## src/rtl/wb_arbiter.sv

```systemverilog
// Write-back arbiter. It merges a single-cycle result stream (A) and a
// multi-cycle result stream (B) onto one register-file write port. A has
// priority until B has been refused STARVE_LIMIT cycles in a row; B then
// wins until it transfers. The write port is registered, and a write-to-read
// bypass is provided for two read ports.
module wb_arbiter #(
  parameter int unsigned STARVE_LIMIT = 4
) (
  input  logic        clk,
  input  logic        rst,
  input  logic        a_valid,
  output logic        a_ready,
  input  logic [4:0]  a_rd,
  input  logic [31:0] a_data,
  input  logic        b_valid,
  output logic        b_ready,
  input  logic [4:0]  b_rd,
  input  logic [31:0] b_data,
  output logic        rf_wen,
  output logic [4:0]  rf_waddr,
  output logic [31:0] rf_wdata,
  input  logic [4:0]  raddr1,
  input  logic [4:0]  raddr2,
  output logic        fwd1_hit,
  output logic        fwd2_hit,
  output logic [31:0] fwd1_data,
  output logic [31:0] fwd2_data,
  output logic        starve
);

  localparam logic [2:0] LIMIT = 3'(STARVE_LIMIT);

  logic [2:0]  b_wait_reg, b_wait_next;
  logic        rf_wen_reg, rf_wen_next;
  logic [4:0]  rf_waddr_reg, rf_waddr_next;
  logic [31:0] rf_wdata_reg, rf_wdata_next;

  logic        a_xfer, b_xfer, any_xfer;
  logic [4:0]  grant_rd;
  logic [31:0] grant_data;

  // B takes priority once it has waited long enough
  assign starve  = (b_wait_reg >= LIMIT);
  assign a_ready = !(starve && b_valid);
  assign b_ready = !a_valid || starve;

  // The ready equations make the two transfers mutually exclusive
  assign a_xfer   = a_valid && a_ready;
  assign b_xfer   = b_valid && b_ready;
  assign any_xfer = a_xfer || b_xfer;

  // Select the result being accepted this cycle
  always_comb begin
    grant_rd   = a_rd;
    grant_data = a_data;
    if (b_xfer) begin
      grant_rd   = b_rd;
      grant_data = b_data;
    end
  end

  // Refusal counter: saturating count of cycles B was held off
  always_comb begin
    b_wait_next = b_wait_reg;
    if (b_xfer) begin
      b_wait_next = 3'd0;
    end else if (b_valid && (b_wait_reg != 3'd7)) begin
      b_wait_next = b_wait_reg + 3'd1;
    end
  end

  // Next write-port contents; x0 writes update address/data but never enable
  always_comb begin
    rf_wen_next   = any_xfer && (grant_rd != 5'd0);
    rf_waddr_next = rf_waddr_reg;
    rf_wdata_next = rf_wdata_reg;
    if (any_xfer) begin
      rf_waddr_next = grant_rd;
      rf_wdata_next = grant_data;
    end
  end

  // State registers, cleared asynchronously so nothing accepted under reset survives
  always_ff @(posedge clk or posedge rst) begin
    if (rst) begin
      b_wait_reg   <= 3'd0;
      rf_wen_reg   <= 1'b0;
      rf_waddr_reg <= 5'd0;
      rf_wdata_reg <= 32'd0;
    end else begin
      b_wait_reg   <= b_wait_next;
      rf_wen_reg   <= rf_wen_next;
      rf_waddr_reg <= rf_waddr_next;
      rf_wdata_reg <= rf_wdata_next;
    end
  end

  assign rf_wen   = rf_wen_reg;
  assign rf_waddr = rf_waddr_reg;
  assign rf_wdata = rf_wdata_reg;

  // Bypass: both read ports compare against the registered write
  logic [4:0]  raddr_arr [2];
  logic        fwd_hit_arr [2];
  logic [31:0] fwd_data_arr [2];

  assign raddr_arr[0] = raddr1;
  assign raddr_arr[1] = raddr2;

  genvar gi;
  generate
    for (gi = 0; gi < 2; gi++) begin : g_fwd
      assign fwd_hit_arr[gi]  = rf_wen_reg && (raddr_arr[gi] == rf_waddr_reg) &&
                                (raddr_arr[gi] != 5'd0);
      assign fwd_data_arr[gi] = rf_wdata_reg;
    end
  endgenerate

  assign fwd1_hit  = fwd_hit_arr[0];
  assign fwd2_hit  = fwd_hit_arr[1];
  assign fwd1_data = fwd_data_arr[0];
  assign fwd2_data = fwd_data_arr[1];

endmodule

```

## config.mk

```make
export PLATFORM = sky130hd
export DESIGN_NAME = wb_arbiter
export DESIGN_NICKNAME = d
export VERILOG_FILES = /design/src/rtl/wb_arbiter.sv
export SDC_FILE = /design/constraint.sdc
export NUM_CORES = 1
export LEC_CHECK = 0
export CAP_MARGIN = 5
export CORE_MARGIN = 2
export CORE_UTILIZATION = 36
export DETAILED_ROUTE_END_ITERATION = 7
export MAX_ROUTING_LAYER = met4
export PLACE_DENSITY = 0.84
export SLEW_MARGIN = 20
export SYNTH_ARGS = -nofsm -noshare
export SYNTH_HDL_FRONTEND = slang
export SYNTH_SLANG_ARGS = --single-unit
```

## constraint.sdc

```tcl
create_clock -name clk -period 1.6 [get_ports clk]
set_input_delay 0.32 -clock clk [delete_from_list [all_inputs] [get_ports clk]]
set_output_delay 0.32 -clock clk [all_outputs]
set_load 0.01 [all_outputs]
```

## Word level (Yosys, flattened, before mapping)

Index checks and enable logic that the tools add are counted.

- Magnitude comparators: 1
- Multiplexer cells: 4
- $add $sub $neg: 1
- Reduce and logical (&&, ||, !) cells: 17
- Equal/unequal tests: 3

Operator list:

| cell | number |
|---|---|
| 32-bit 2-to-1 mux | 1 |
| 5-bit nonzero test | 3 |
| 5-bit == test | 2 |
| 1-bit logical AND | 9 |
| 3-bit 2-to-1 mux | 2 |
| 5-bit 2-to-1 mux | 1 |
| 3-bit by 1-bit adder with 3-bit output, second input constant | 1 |
| 3-bit >= comparator, second input constant | 1 |
| 3-bit != test, second input constant | 1 |
| 1-bit zero test | 2 |
| 1-bit logical OR | 2 |
| 2-bit nonzero test | 1 |

- Output and inout bits: 107
- Register bits: 41
- Logic and storage cells: 30

## Depth between registers and ports, before layout

- Word-level depth: 6
- Gate-level depth with buffers: 7
- Mapped depth without buffers: 5

## Least setup slack after synthesis

OpenSTA, ideal clock, no wires.

- Kind: register to output
- From: register rf_waddr_reg[4] (netlist: rf_waddr[4])
- To: output fwd2_hit
- Stages on the path, launching flop included: 4
- Data arrival time: 1.073 ns
- Slack: 0.207 ns
- Cell sequence: dfrtp_1 or2_2 o21ai_0 and4_1

- Cells in the longest elaborated chain, start to end: 3

RTL lines:

| element | RTL line | text |
|---|---|---|
| start, declared | 35 | `logic [4:0] rf_waddr_reg, rf_waddr_next;` |
| start signal, assigned | 93 | `rf_waddr_reg <= rf_waddr_next;` |
| 5-bit == test | 113 | `assign fwd_hit_arr[gi] = rf_wen_reg && (raddr_arr[gi] == rf_waddr_reg) &&` |
| 1-bit logical AND (2 in a row) | 113 |  |
| end, declared | 25 | `output logic fwd2_hit,` |

No other way between the ends.

## Final worst setup path

- From: input raddr1[4]
- To: output fwd1_hit

- Cells in the longest elaborated chain, start to end: 3
- Elaborated cells on any way between the ends: 4
- Those cells by class: 1 x eq/ne; 3 x reduce/logical

RTL lines:

| element | RTL line | text |
|---|---|---|
| start, declared | 22 | `input logic [4:0] raddr1,` |
| 5-bit == test | 113 |  |
| 1-bit logical AND | 113 |  |
| 1-bit logical AND * | 113 |  |
| end, declared | 24 | `output logic fwd1_hit,` |

Every way passes the cells marked *; elsewhere a longest branch is shown, timed or not.

==> flow_summary.json <==
{
  "outcome": "complete, but fails checks",
  "violations": "setup timing",
  "synth_top_flop_cell": "dfrtp_1",
  "synth_common_cells": "buf_4, dfrtp_1, mux2i_1",
  "finalHoldViolCount": 0,
  "power_density_nw_per_um2": 743,
  "reg2reg_depth": 5,
  "hold_class": "in -> async",
  "max_clock_freq_mhz": 561,
  "yosysWarnings": 0,
  "first_global_vias": 2735,
  "clock_skew_ns": 0.00456,
  "leakagePower_uw": 0.00271,
  "cpPeakStageDelay_ns": 0.42,
  "boundaryPins": 195,
  "coreArea_um2": 7730,
  "cp_slowest_cell": "clkdlybuf4s50_1",
  "track_usage_pct": 20.4,
  "synth_top_area_cell": "dfrtp_1",
  "yosys-top-cells-area": "dfrtp_1, buf_4, mux2i_1, o221a_2, o221a_1",
  "ir_drop_v": 0.000415,
  "cp_cell_sequence": "clkdlybuf4s50_1, or2_2, o21ai_2, and4_1, buf_2",
  "r2r-start": "b_wait_reg[2]$_DFFE_PP0P_",
  "viasPerCell": 4.99,
  "regToRegSetupSlack_ns": 0.20,
  "ys_seq_area_share_pct": 35.8,
  "portBuffers": 194,
  "hpwl_um": 6520,
  "finalSetupViolCount": 2,
  "ant_nets": 0,
  "place_ws_ns": -0.606,
  "wl_per_cell_um": 17.2,
  "gp_routability_congestion": 0.844,
  "clk_pin_slew_ns": 0.09,
  "worstPathRequired_ns": 1.28,
  "numCtsBuffers": 5,
  "fillers": 607,
  "grt_max_degree": 42,
  "fin_cells": 537,
  "rsz0062_at_grt": "true",
  "tritoncts": "done",
  "synthDistinctLibCells": 29,
  "ys_ff_latch": 41,
  "critPathCaptureType": "output pin",
  "multiInputGateArea_um2": 1240,
  "synth_nets": 372,
  "firstDrtPassIters": 4,
  "cts.path.max_buffers": 2,
  "synth_edf_count": 0,
  "final_nets": 525,
  "dieArea_um2": 8690,
  "gr-total-overflow": 0,
  "setup_ws_ns": -0.183,
  "htreeDepth": 2,
  "die_h_um": 93.2,
  "drt_iter0_drc": 102,
  "cts-root-buf": "clkbuf_8",
  "clk_latency_ns": 0.29,
  "largest_reg_flops": 32,
  "cp.arrival_ns": 1.46,
  "cap_violations": 0,
  "fin_crit_sh_pct": 111,
  "maxSlewViolCount": 0,
  "grt_pass1_wl_um": 13700,
  "register_area_um2": 1030,
  "antenna_cells": 0,
  "slew_headroom_pct": 77.7,
  "synthCells": 281,
  "timing.final.crit_period_ns": 1.78,
  "routed_wl_um": 9230,
  "vias": 2680,
  "worstMarginPinSlew_ns": 0.332,
  "antenna_found_initial": 0,
  "r2r_end": "fwd1_data[22]$_DFFE_PP0P_",
  "synth_area_um2": 2870,
  "post_route_cells_drive_above_1_share_pct": 17.7,
  "cts.sinks": 41,
  "synth_top_area_share_pct": 35.8,
  "syn_avg_cell_area_um2": 10.2,
  "async_flop_share_pct": 100,
  "crit_type": "in -> out",
  "critPathLaunchType": "primary input",
  "start_util_pct": 37.1,
  "rows": 32,
  "synth_most_common_cell": "buf_4",
  "synthToLayoutAreaGrowth_pct": 71.5,
  "drc": 0,
  "place_inst": 515,
  "cp_max_fo": 2,
  "die_width_um": 93.2
}
==> worst max path at each step <==
stage / startpoint / end / cells after the start
5_1_grt: rf_waddr[0]$_DFFE_PP0P_ / fwd2_hit / 4
6_report: raddr1[4] / fwd1_hit / 5
4_1_cts: raddr1[4] / fwd1_hit / 5
3_5_place_dp: raddr1[4] / fwd1_hit / 5
2_1_floorplan: rf_waddr[4]$_DFFE_PP0P_ / fwd2_hit / 3
3_3_place_gp: raddr1[4] / fwd1_hit / 5
==> per-layer routing <==
layer / track usage (%) / vias to the layer above / wire length, µm
met5: - / - / 0
met4: 5.51 / 0 / 162
met3: 4.51 / 14 / 577
met2: 35.9 / 120 / 4940
met1: 23.6 / 1297 / 3550
li1: - / 1249 / -
==> critical path, delay by kind of cell <==
family | cells | cell delay (ns)
AND/OR/NAND/NOR | 2 | 0.48
AO/OA/AOI/OAI | 1 | 0.11
buffers and inverters | 2 | 0.54
==> area by class of cell <==
cell class	instances	area share, %
Clock buffer	7	1.96
Multi-Input combinational cell	152	25.3
Clock inverter	1	0.102
Inverter	5	0.382
Timing Repair Buffer	229	48.6
Tap cell	102	2.60
Sequential cell	41	21.0
==> stage by stage <==
stage / hold slack, ns / power, µW / instance area [µm²] / setup TNS, ns / util (%)
floorplan: 0.451 / 2160 / 2870 / 0 / -
global placement: 0.513 / 2890 / 4520 / -1.42 / 58.5
detailed placement: 0.528 / 2930 / 4520 / -1.50 / 58.5
CTS: 0.385 / 3690 / 4640 / -0.294 / 60.1
global route: 0.401 / 3840 / 4910 / -0.531 / 63.6
finish: 0.391 / 3650 / 4910 / -0.339 / 63.6
==> where the power goes <==
group          switching (µW)  total [µW]  internal, µW
Sequential                135        1300          1170
Combinational             629        1590           964
Clock                     366         756           391
Total                    1130        3650          2520
==> logic make-up (layout without fill, tap and decap cells) <==
kind of cell	after synthesis	in the layout	synth area share [%]
buf+inv	88	242	21.8
simple gates	54	54	9.00
compound gates	49	49	16.3
flops	41	41	35.8
mux	38	38	13.3
xor+xnor	8	8	2.45
fa+ha+maj	3	3	1.31
==> timing repair <==
action                     4_1_cts  5_1_grt
gates resized for setup         32       79
pin swaps                        7        1
hold buffers                     0        0
setup endpoints to repair       24       90
buffers inserted                 5        9
==> placed cells by master, fill, tap and decap left out, types with 2 or more instances in the layout <==
| master | synthesis | layout |
|---|---|---|
| dfrtp_1 | 41 | 37 |
| mux2i_1 | 37 | 37 |
| or4_1 | 2 | 2 |
| buf_4 | 68 | 32 |
| dlygate4sd2_1 | 0 | 16 |
| dlymetal6s2s_1 | 0 | 73 |
| o221a_1 | 14 | 14 |
| o221a_2 | 18 | 18 |
| nand2_1 | 35 | 35 |
| dfrtp_2 | 0 | 4 |
| clkdlybuf4s50_1 | 0 | 101 |
| inv_1 | 5 | 4 |
| ha_1 | 3 | 3 |
| buf_12 | 0 | 3 |
| clkbuf_8 | 0 | 7 |
| a21oi_1 | 5 | 5 |
| buf_2 | 7 | 3 |
| xnor2_1 | 2 | 2 |
| nor3_1 | 3 | 3 |
| and4_1 | 2 | 2 |
| nor3b_1 | 5 | 5 |
| a22o_1 | 2 | 2 |
| o21a_1 | 5 | 5 |
| xor2_1 | 6 | 6 |
| o21ai_1 | 1 | 2 |
Power figures use the tool's default switching activity.
